[src/rtl/cpu_pkg.sv]
// Shared CPU definitions: datapath widths, control bundle layout, and
// the small enums used by the ID/EX stage and its operand forwarding.
package cpu_pkg;

    localparam int unsigned DATA_W = 32;
    localparam int unsigned REG_AW = 5;
    localparam int unsigned CTRL_W = 8;

    // Bit offsets of the fields packed into the EX/MEM control bundle
    localparam int unsigned CTRL_ALUOP_LSB = 0;
    localparam int unsigned CTRL_ALUOP_W   = 3;
    localparam int unsigned CTRL_ALUSRC    = 3;
    localparam int unsigned CTRL_MEMWR     = 4;
    localparam int unsigned CTRL_MEMRD     = 5;
    localparam int unsigned CTRL_BRANCH    = 6;

    // Control value carried by a bubble: no ALU op, no memory access, no branch
    localparam logic [CTRL_W-1:0] CTRL_NOP = '0;

    // Occupancy of the EX slot; the only state machine in the stage
    typedef enum logic {
        SLOT_BUBBLE = 1'b0,
        SLOT_VALID  = 1'b1
    } slot_e;

    // Operand source chosen by the forwarding network
    typedef enum logic [1:0] {
        FWD_REG   = 2'd0,
        FWD_EXMEM = 2'd1,
        FWD_MEMWB = 2'd2
    } fwd_sel_e;

endpackage

[src/rtl/id_ex_stage_fwd_mux.sv]
// Forwarding select for one ALU operand: EX/MEM result beats MEM/WB data,
// which beats the latched register-file value. Register 0 never forwards.
module fwd_mux #(
    parameter int unsigned DATA_W = 32,
    parameter int unsigned REG_AW = 5
) (
    input  logic [REG_AW-1:0] Src,
    input  logic [DATA_W-1:0] RegVal,
    input  logic [REG_AW-1:0] ExMemRW,
    input  logic              ExMemRegWr,
    input  logic [DATA_W-1:0] ExMemResult,
    input  logic [REG_AW-1:0] MemWbRW,
    input  logic              MemWbRegWr,
    input  logic [DATA_W-1:0] MemWbData,
    output logic [DATA_W-1:0] Op
);
    import cpu_pkg::*;

    fwd_sel_e sel;

    // Pick the youngest in-flight producer of the source register
    always_comb begin
        sel = FWD_REG;
        if (ExMemRegWr && (ExMemRW != '0) && (ExMemRW == Src)) begin
            sel = FWD_EXMEM;
        end else if (MemWbRegWr && (MemWbRW != '0) && (MemWbRW == Src)) begin
            sel = FWD_MEMWB;
        end
    end

    // Route the selected source onto the operand
    always_comb begin
        Op = RegVal;
        case (sel)
            FWD_EXMEM: Op = ExMemResult;
            FWD_MEMWB: Op = MemWbData;
            default:   Op = RegVal;
        endcase
    end

endmodule

[src/rtl/id_ex_stage.sv]
// ID/EX pipeline register with operand forwarding, load-use hazard
// detection (stall + bubble), branch flush and a saturating stall counter.
module id_ex_stage #(
    parameter int unsigned DATA_W = cpu_pkg::DATA_W,
    parameter int unsigned REG_AW = cpu_pkg::REG_AW,
    parameter int unsigned CTRL_W = cpu_pkg::CTRL_W,
    parameter int unsigned CNT_W  = 16
) (
    input  logic              Clk,
    input  logic              Rst,
    input  logic [DATA_W-1:0] BusA,
    input  logic [DATA_W-1:0] BusB,
    input  logic [REG_AW-1:0] RA,
    input  logic [REG_AW-1:0] RB,
    input  logic [REG_AW-1:0] RdIn,
    input  logic [DATA_W-1:0] ImmIn,
    input  logic [CTRL_W-1:0] CtrlIn,
    input  logic              RegWrIn,
    input  logic              MemRdIn,
    input  logic              Flush,
    input  logic [REG_AW-1:0] ExMemRW,
    input  logic              ExMemRegWr,
    input  logic [DATA_W-1:0] ExMemResult,
    input  logic [REG_AW-1:0] MemWbRW,
    input  logic              MemWbRegWr,
    input  logic [DATA_W-1:0] MemWbData,
    output logic [DATA_W-1:0] OpA,
    output logic [DATA_W-1:0] OpB,
    output logic [DATA_W-1:0] ImmOut,
    output logic [REG_AW-1:0] RdOut,
    output logic [CTRL_W-1:0] CtrlOut,
    output logic              RegWrOut,
    output logic              MemRdOut,
    output logic              Valid,
    output logic              Stall,
    output logic [CNT_W-1:0]  StallCount
);
    import cpu_pkg::*;

    slot_e             slot_q,  slot_d;
    logic [REG_AW-1:0] ra_q,    ra_d;
    logic [REG_AW-1:0] rb_q,    rb_d;
    logic [DATA_W-1:0] busa_q,  busa_d;
    logic [DATA_W-1:0] busb_q,  busb_d;
    logic [DATA_W-1:0] imm_q,   imm_d;
    logic [REG_AW-1:0] rd_q,    rd_d;
    logic [CTRL_W-1:0] ctrl_q,  ctrl_d;
    logic              regwr_q, regwr_d;
    logic              memrd_q, memrd_d;
    logic [CNT_W-1:0]  cnt_q,   cnt_d;
    logic              stall;

    // Load in EX whose destination is read by the instruction in ID
    always_comb begin
        stall = (slot_q == SLOT_VALID) && memrd_q && regwr_q && (rd_q != '0)
                && ((rd_q == RA) || (rd_q == RB));
    end

    // Next-state: reset, bubble on flush/stall (data held), else capture ID
    always_comb begin
        slot_d  = slot_q;
        ra_d    = ra_q;
        rb_d    = rb_q;
        busa_d  = busa_q;
        busb_d  = busb_q;
        imm_d   = imm_q;
        rd_d    = rd_q;
        ctrl_d  = ctrl_q;
        regwr_d = regwr_q;
        memrd_d = memrd_q;
        cnt_d   = cnt_q;
        if (Rst) begin
            slot_d  = SLOT_BUBBLE;
            ra_d    = '0;
            rb_d    = '0;
            busa_d  = '0;
            busb_d  = '0;
            imm_d   = '0;
            rd_d    = '0;
            ctrl_d  = '0;
            regwr_d = 1'b0;
            memrd_d = 1'b0;
            cnt_d   = '0;
        end else begin
            if (stall && (cnt_q != '1)) begin
                cnt_d = cnt_q + CNT_W'(1);
            end
            if (Flush || stall) begin
                slot_d  = SLOT_BUBBLE;
                regwr_d = 1'b0;
                memrd_d = 1'b0;
                ctrl_d  = CTRL_W'(CTRL_NOP);
            end else begin
                slot_d  = SLOT_VALID;
                ra_d    = RA;
                rb_d    = RB;
                busa_d  = BusA;
                busb_d  = BusB;
                imm_d   = ImmIn;
                rd_d    = RdIn;
                ctrl_d  = CtrlIn;
                regwr_d = RegWrIn;
                memrd_d = MemRdIn;
            end
        end
    end

    // ID/EX register bank and stall counter
    always_ff @(posedge Clk) begin
        slot_q  <= slot_d;
        ra_q    <= ra_d;
        rb_q    <= rb_d;
        busa_q  <= busa_d;
        busb_q  <= busb_d;
        imm_q   <= imm_d;
        rd_q    <= rd_d;
        ctrl_q  <= ctrl_d;
        regwr_q <= regwr_d;
        memrd_q <= memrd_d;
        cnt_q   <= cnt_d;
    end

    fwd_mux #(.DATA_W(DATA_W), .REG_AW(REG_AW)) u_fwd_a (
        .Src         (ra_q),
        .RegVal      (busa_q),
        .ExMemRW     (ExMemRW),
        .ExMemRegWr  (ExMemRegWr),
        .ExMemResult (ExMemResult),
        .MemWbRW     (MemWbRW),
        .MemWbRegWr  (MemWbRegWr),
        .MemWbData   (MemWbData),
        .Op          (OpA)
    );

    fwd_mux #(.DATA_W(DATA_W), .REG_AW(REG_AW)) u_fwd_b (
        .Src         (rb_q),
        .RegVal      (busb_q),
        .ExMemRW     (ExMemRW),
        .ExMemRegWr  (ExMemRegWr),
        .ExMemResult (ExMemResult),
        .MemWbRW     (MemWbRW),
        .MemWbRegWr  (MemWbRegWr),
        .MemWbData   (MemWbData),
        .Op          (OpB)
    );

    assign ImmOut     = imm_q;
    assign RdOut      = rd_q;
    assign CtrlOut    = ctrl_q;
    assign RegWrOut   = regwr_q;
    assign MemRdOut   = memrd_q;
    assign Valid      = (slot_q == SLOT_VALID);
    assign Stall      = stall;
    assign StallCount = cnt_q;

endmodule

[config.mk]
export PLATFORM = sky130hd
export DESIGN_NAME = id_ex_stage
export DESIGN_NICKNAME = d
export VERILOG_FILES = /design/src/rtl/cpu_pkg.sv /design/src/rtl/id_ex_stage_fwd_mux.sv /design/src/rtl/id_ex_stage.sv
export SDC_FILE = /design/constraint.sdc
export NUM_CORES = 1
export LEC_CHECK = 0
export CAP_MARGIN = 25
export CORE_ASPECT_RATIO = 1.75
export CORE_MARGIN = 3
export CORE_UTILIZATION = 30
export DETAILED_ROUTE_END_ITERATION = 10
export GPL_ROUTABILITY_DRIVEN = 0
export PLACE_DENSITY = 0.63
export SYNTH_ARGS = -nofsm -noshare
export SYNTH_HDL_FRONTEND = slang
export SYNTH_HIERARCHICAL = 1
export SYNTH_SLANG_ARGS = --single-unit
[constraint.sdc]
create_clock -name Clk -period 2.15 [get_ports Clk]
set_input_delay 0.215 -clock Clk [delete_from_list [all_inputs] [get_ports Clk]]
set_output_delay 0.215 -clock Clk [all_outputs]
set_load 0.02 [all_outputs]
==> run_results.csv <==
group,metric,value,unit
status,status,"complete, but fails checks",
status,violations,"setup timing",
worst_setup_path,start_kind,"flip-flop",
drt,wl,48.7,mm
global_routing,overflow,0,
global_routing,grt_pass1_wl,67.9,mm
drt,viasPerCell,5.92,
min_path,min_path_cells,3,
synth,async_reset_ff_share,0,%
synth,yosysSeqAreaShare,25.5,%
die,core,0.0354,mm2
timing,post-route-min-period,2.55,ns
die,io_pins,329,
worst_setup_path,reg2reg_from,"RdOut[2]",
synth,synth_cells,1395,
synth,synth-compound-area-share,25.7,%
synth,syn-cell-area,0.0108,mm2
placed_design,hpwl,31.2,mm
clock_network,htreeDepth,4,
synth,synth-edff-count,0,
global_routing,grt_pass1_vias,12123,
die,start_util,30.6,%
drt,firstDrtPassIters,6,
timing,worst_hold_slack,0.260,ns
min_path,hold_start,"Rst",
synth,syn_area_per_cell,7.77,um2
die,die_h,257,um
timing,layout_setup_ws,-0.399,ns
power_and_ir_drop,ir_drop,559,uV
placed_design,portBuffers,328,
timing,max_freq,0.392,GHz
min_path,hold_path.class,"in2reg",
power_and_ir_drop,p_sw_share,35.1,%
power_and_ir_drop,p_int,6.63,mW
final_layout,syn_to_final_growth,61.0,%
synth,yosysWarnings,6,
timing,maxSlewHeadroom,61.2,%
clock_network,cts.reportedPaths.clkPinSlew,0.07,ns
synth,muxShareOfSynthArea,0.450,%
die,rows,91,
power_and_ir_drop,p_comb_share,39.4,%
global_routing,grt_antenna_before_repair,6,
timing,hold_violations,0,
synth,synth_cell_types,46,
worst_setup_path,worst_r2r_endpoint,"StallCount[2]",
power_and_ir_drop,switchingPower,3.59,mW
die,die_area,0.0385,mm2
synth,synth_flop_cell,"dfxtp_1",
final_layout,fin_nets,1938,
drt,dr_total_vias,13134,
worst_setup_path,crit_type,"reg2out",
power_and_ir_drop,power_density,586,mW/mm2
worst_setup_path,critPathCaptureType,"output pin",
timing,setup-violations-final,65,
power_and_ir_drop,clockPowerShare,30.8,%
drt,wl_per_cell,21.9,um
worst_setup_path,cp.required,1.93,ns
clock_network,cts_tree,"yes",
synth,synth_fp_nets,1596,
synth,synth_top_family_by_area,"simple AND/OR/NAND/NOR gates",
final_layout,post-route-util,49.3,%
clock_network,cts_buffers,17,
clock_network,cts_sinks,138,
drt,drt_iter0_markers,1060,
worst_setup_path,rrSetupSlack,0.05,ns
global_routing,grtUsageTotal,22.1,%
timing,finalCritPeriodShare,119,%
drt,final_antenna_net_count,0,
clock_network,clockBufferDepth,2,
flow_run,maxCapViolCount,0,
synth,synth_seq_cells,138,
clock_network,insertion_delay,0.45,ns
final_layout,drive_above_1_share,23.8,%
clock_network,cts_root_buf,"clkbuf_16",
worst_setup_path,worstPathMaxFanout,15,
power_and_ir_drop,p_leak,6.36,nW
power_and_ir_drop,seqPwrFrac,29.7,%
timing,worst_pin_slew,0.577,ns
min_path,whs_endpoint,"ImmOut[10]",
timing,final.setup_skew,0.00991,ns
timing,timing.final.max_slew_violations,0,
synth,synthXorXnorAreaFrac,2.10,%
global_routing,grt_max_degree,75,
drt,drcViolationCount,0,
die,fp.dieW,150,um
worst_setup_path,reg2reg_depth,7,
timing,rsz0062_at_grt,"true",
synth,yosys.area_share.simple,36.8,%
worst_setup_path,critPathArrivalTime,2.33,ns
synth,synth_fa_ha_area_share,0.115,%
[Yosys cell counts (3+ instances only)]
| cell | count | area share [%] |
|---|---|---|
| nand2_1 | 229 | 7.9 |
| dfxtp_1 | 138 | 25 |
| o21ai_0 | 114 | 5.3 |
| a211o_1 | 111 | 9.0 |
| nor3b_1 | 111 | 7.7 |
| nor4b_1 | 111 | 9.0 |
| clkbuf_1 | 100 | 3.5 |
| nand4_1 | 68 | 3.9 |
| nor4_1 | 67 | 3.9 |
| a31oi_1 | 64 | 3.7 |
| o31ai_1 | 53 | 3.7 |
| buf_2 | 42 | 1.9 |
| buf_6 | 24 | 2.5 |
| o31ai_2 | 20 | 2.3 |
| xor2_1 | 16 | 1.3 |
| and2_1 | 13 | 0.75 |
| buf_4 | 13 | 0.90 |
| a21oi_1 | 12 | 0.55 |
| nor2_1 | 10 | 0.35 |
| xnor2_1 | 10 | 0.81 |
| or4_1 | 9 | 0.62 |
| nand3_1 | 8 | 0.37 |
| or3_1 | 6 | 0.35 |
| and3_1 | 4 | 0.23 |
| nor2b_1 | 4 | 0.23 |
| and4_1 | 3 | 0.24 |
| buf_8 | 3 | 0.42 |
| mux2_2 | 3 | 0.31 |
| or4_4 | 3 | 0.31 |
[kinds of logic after synthesis]
family / count (synthesis)
adder cells (fa/ha/maj): 1
AND/OR/NAND/NOR: 658
buffers and inverters: 184
XOR/XNOR: 26
flip-flops: 138
multiplexers: 4
AO/OA/AOI/OAI: 384
[sequential cells by signal, indices dropped and copies added, names as in the netlist]
| register | flops |
|---|---|
| MemRdOut | 1 |
| StallCount | 16 |
| rb_q | 5 |
| RdOut | 5 |
| ImmOut | 32 |
| busb_q | 32 |
| Valid | 1 |
| CtrlOut | 8 |
| RegWrOut | 1 |
| ra_q | 5 |
| busa_q | 32 |
[metal layers]
metal	up-vias	GRT usage (%)	part of all wire, %
li1	6062	-	-
met1	6246	24.8	36
met2	636	39.2	50
met3	184	5.64	8.1
met4	6	9.41	5.8
met5	-	0	0.060
[worst max path at each step]
stage,depth (start not counted),to,from
6_report,7,OpB[27],rb_q[2]
5_1_grt,7,OpB[28],rb_q[2]
4_1_cts,7,OpB[7],rb_q[2]
3_5_place_dp,7,OpA[3],ExMemRW[0]
3_3_place_gp,7,OpB[1],ExMemRW[0]
2_1_floorplan,6,StallCount[2],RdOut[0]
[per-stage QoR]
step / instances / power [mW] / setup TNS [ns] / area, um2 / worst slack, ns
2_1_floorplan: 1395 / 4.72 / 0 / 10800 / 0.141
3_3_place_gp: 2136 / 6.36 / -74.82 / 15100 / -0.718
3_5_place_dp: 2136 / 6.42 / -78.69 / 15100 / -0.717
4_1_cts: 2181 / 9.81 / -19.21 / 16200 / -0.424
5_1_grt: 2217 / 10.6 / -25.64 / 17400 / -0.464
6_report: 2218 / 10.2 / -21.53 / 17400 / -0.399
[layout by cell type (no fill, tap or decap), drive strengths merged, types with 12 or more instances in the layout]
cell type,synthesis,final
o21ai,114,114
buf,84,231
and2,13,13
clkdlybuf4s50,0,261
o31ai,73,73
nor4,69,69
nor3b,112,112
clkbuf,100,32
a31oi,64,64
nor4b,111,111
a211o,111,111
nand2,229,229
dfxtp,138,138
or4,12,12
xor2,16,16
a21oi,14,14
nand4,68,68
[power groups by stage]
stage / Clock [mW] / Combinational, mW / Sequential, mW
after floorplan: 0 / 1.62 / 3.09
after global placement: 0 / 3.32 / 3.03
after detailed placement: 0 / 3.37 / 3.04
after CTS: 3.24 / 3.54 / 3.02
after global routing: 3.32 / 4.23 / 3.07
final: 3.15 / 4.03 / 3.04
[what timing repair did]
item                       CTS  global route
setup buffers               10            22
pin swaps                   17            33
cloned                       5            13
resized for setup          427           157
setup endpoints to repair  136           142
hold buffers                 0             0
[critical path, cell delays in order (launching register included)]
cell and delay [ns]:
dfxtp_4 0.38, or4_4 0.50, a21oi_4 0.22, buf_4 0.17
clkbuf_16 0.18, nor4_1 0.06, a31oi_1 0.20, buf_4 0.18
[cell type report]
type	count	area, um2
well taps	465	582
repair buffers	506	5370
diodes	4	10.0
clock buffers	21	470
fillers	3265	18000
multi-input cells	1074	8070
clock inverters	10	141
flip-flops and latches	138	2790
(Power assumes the default switching activity.)
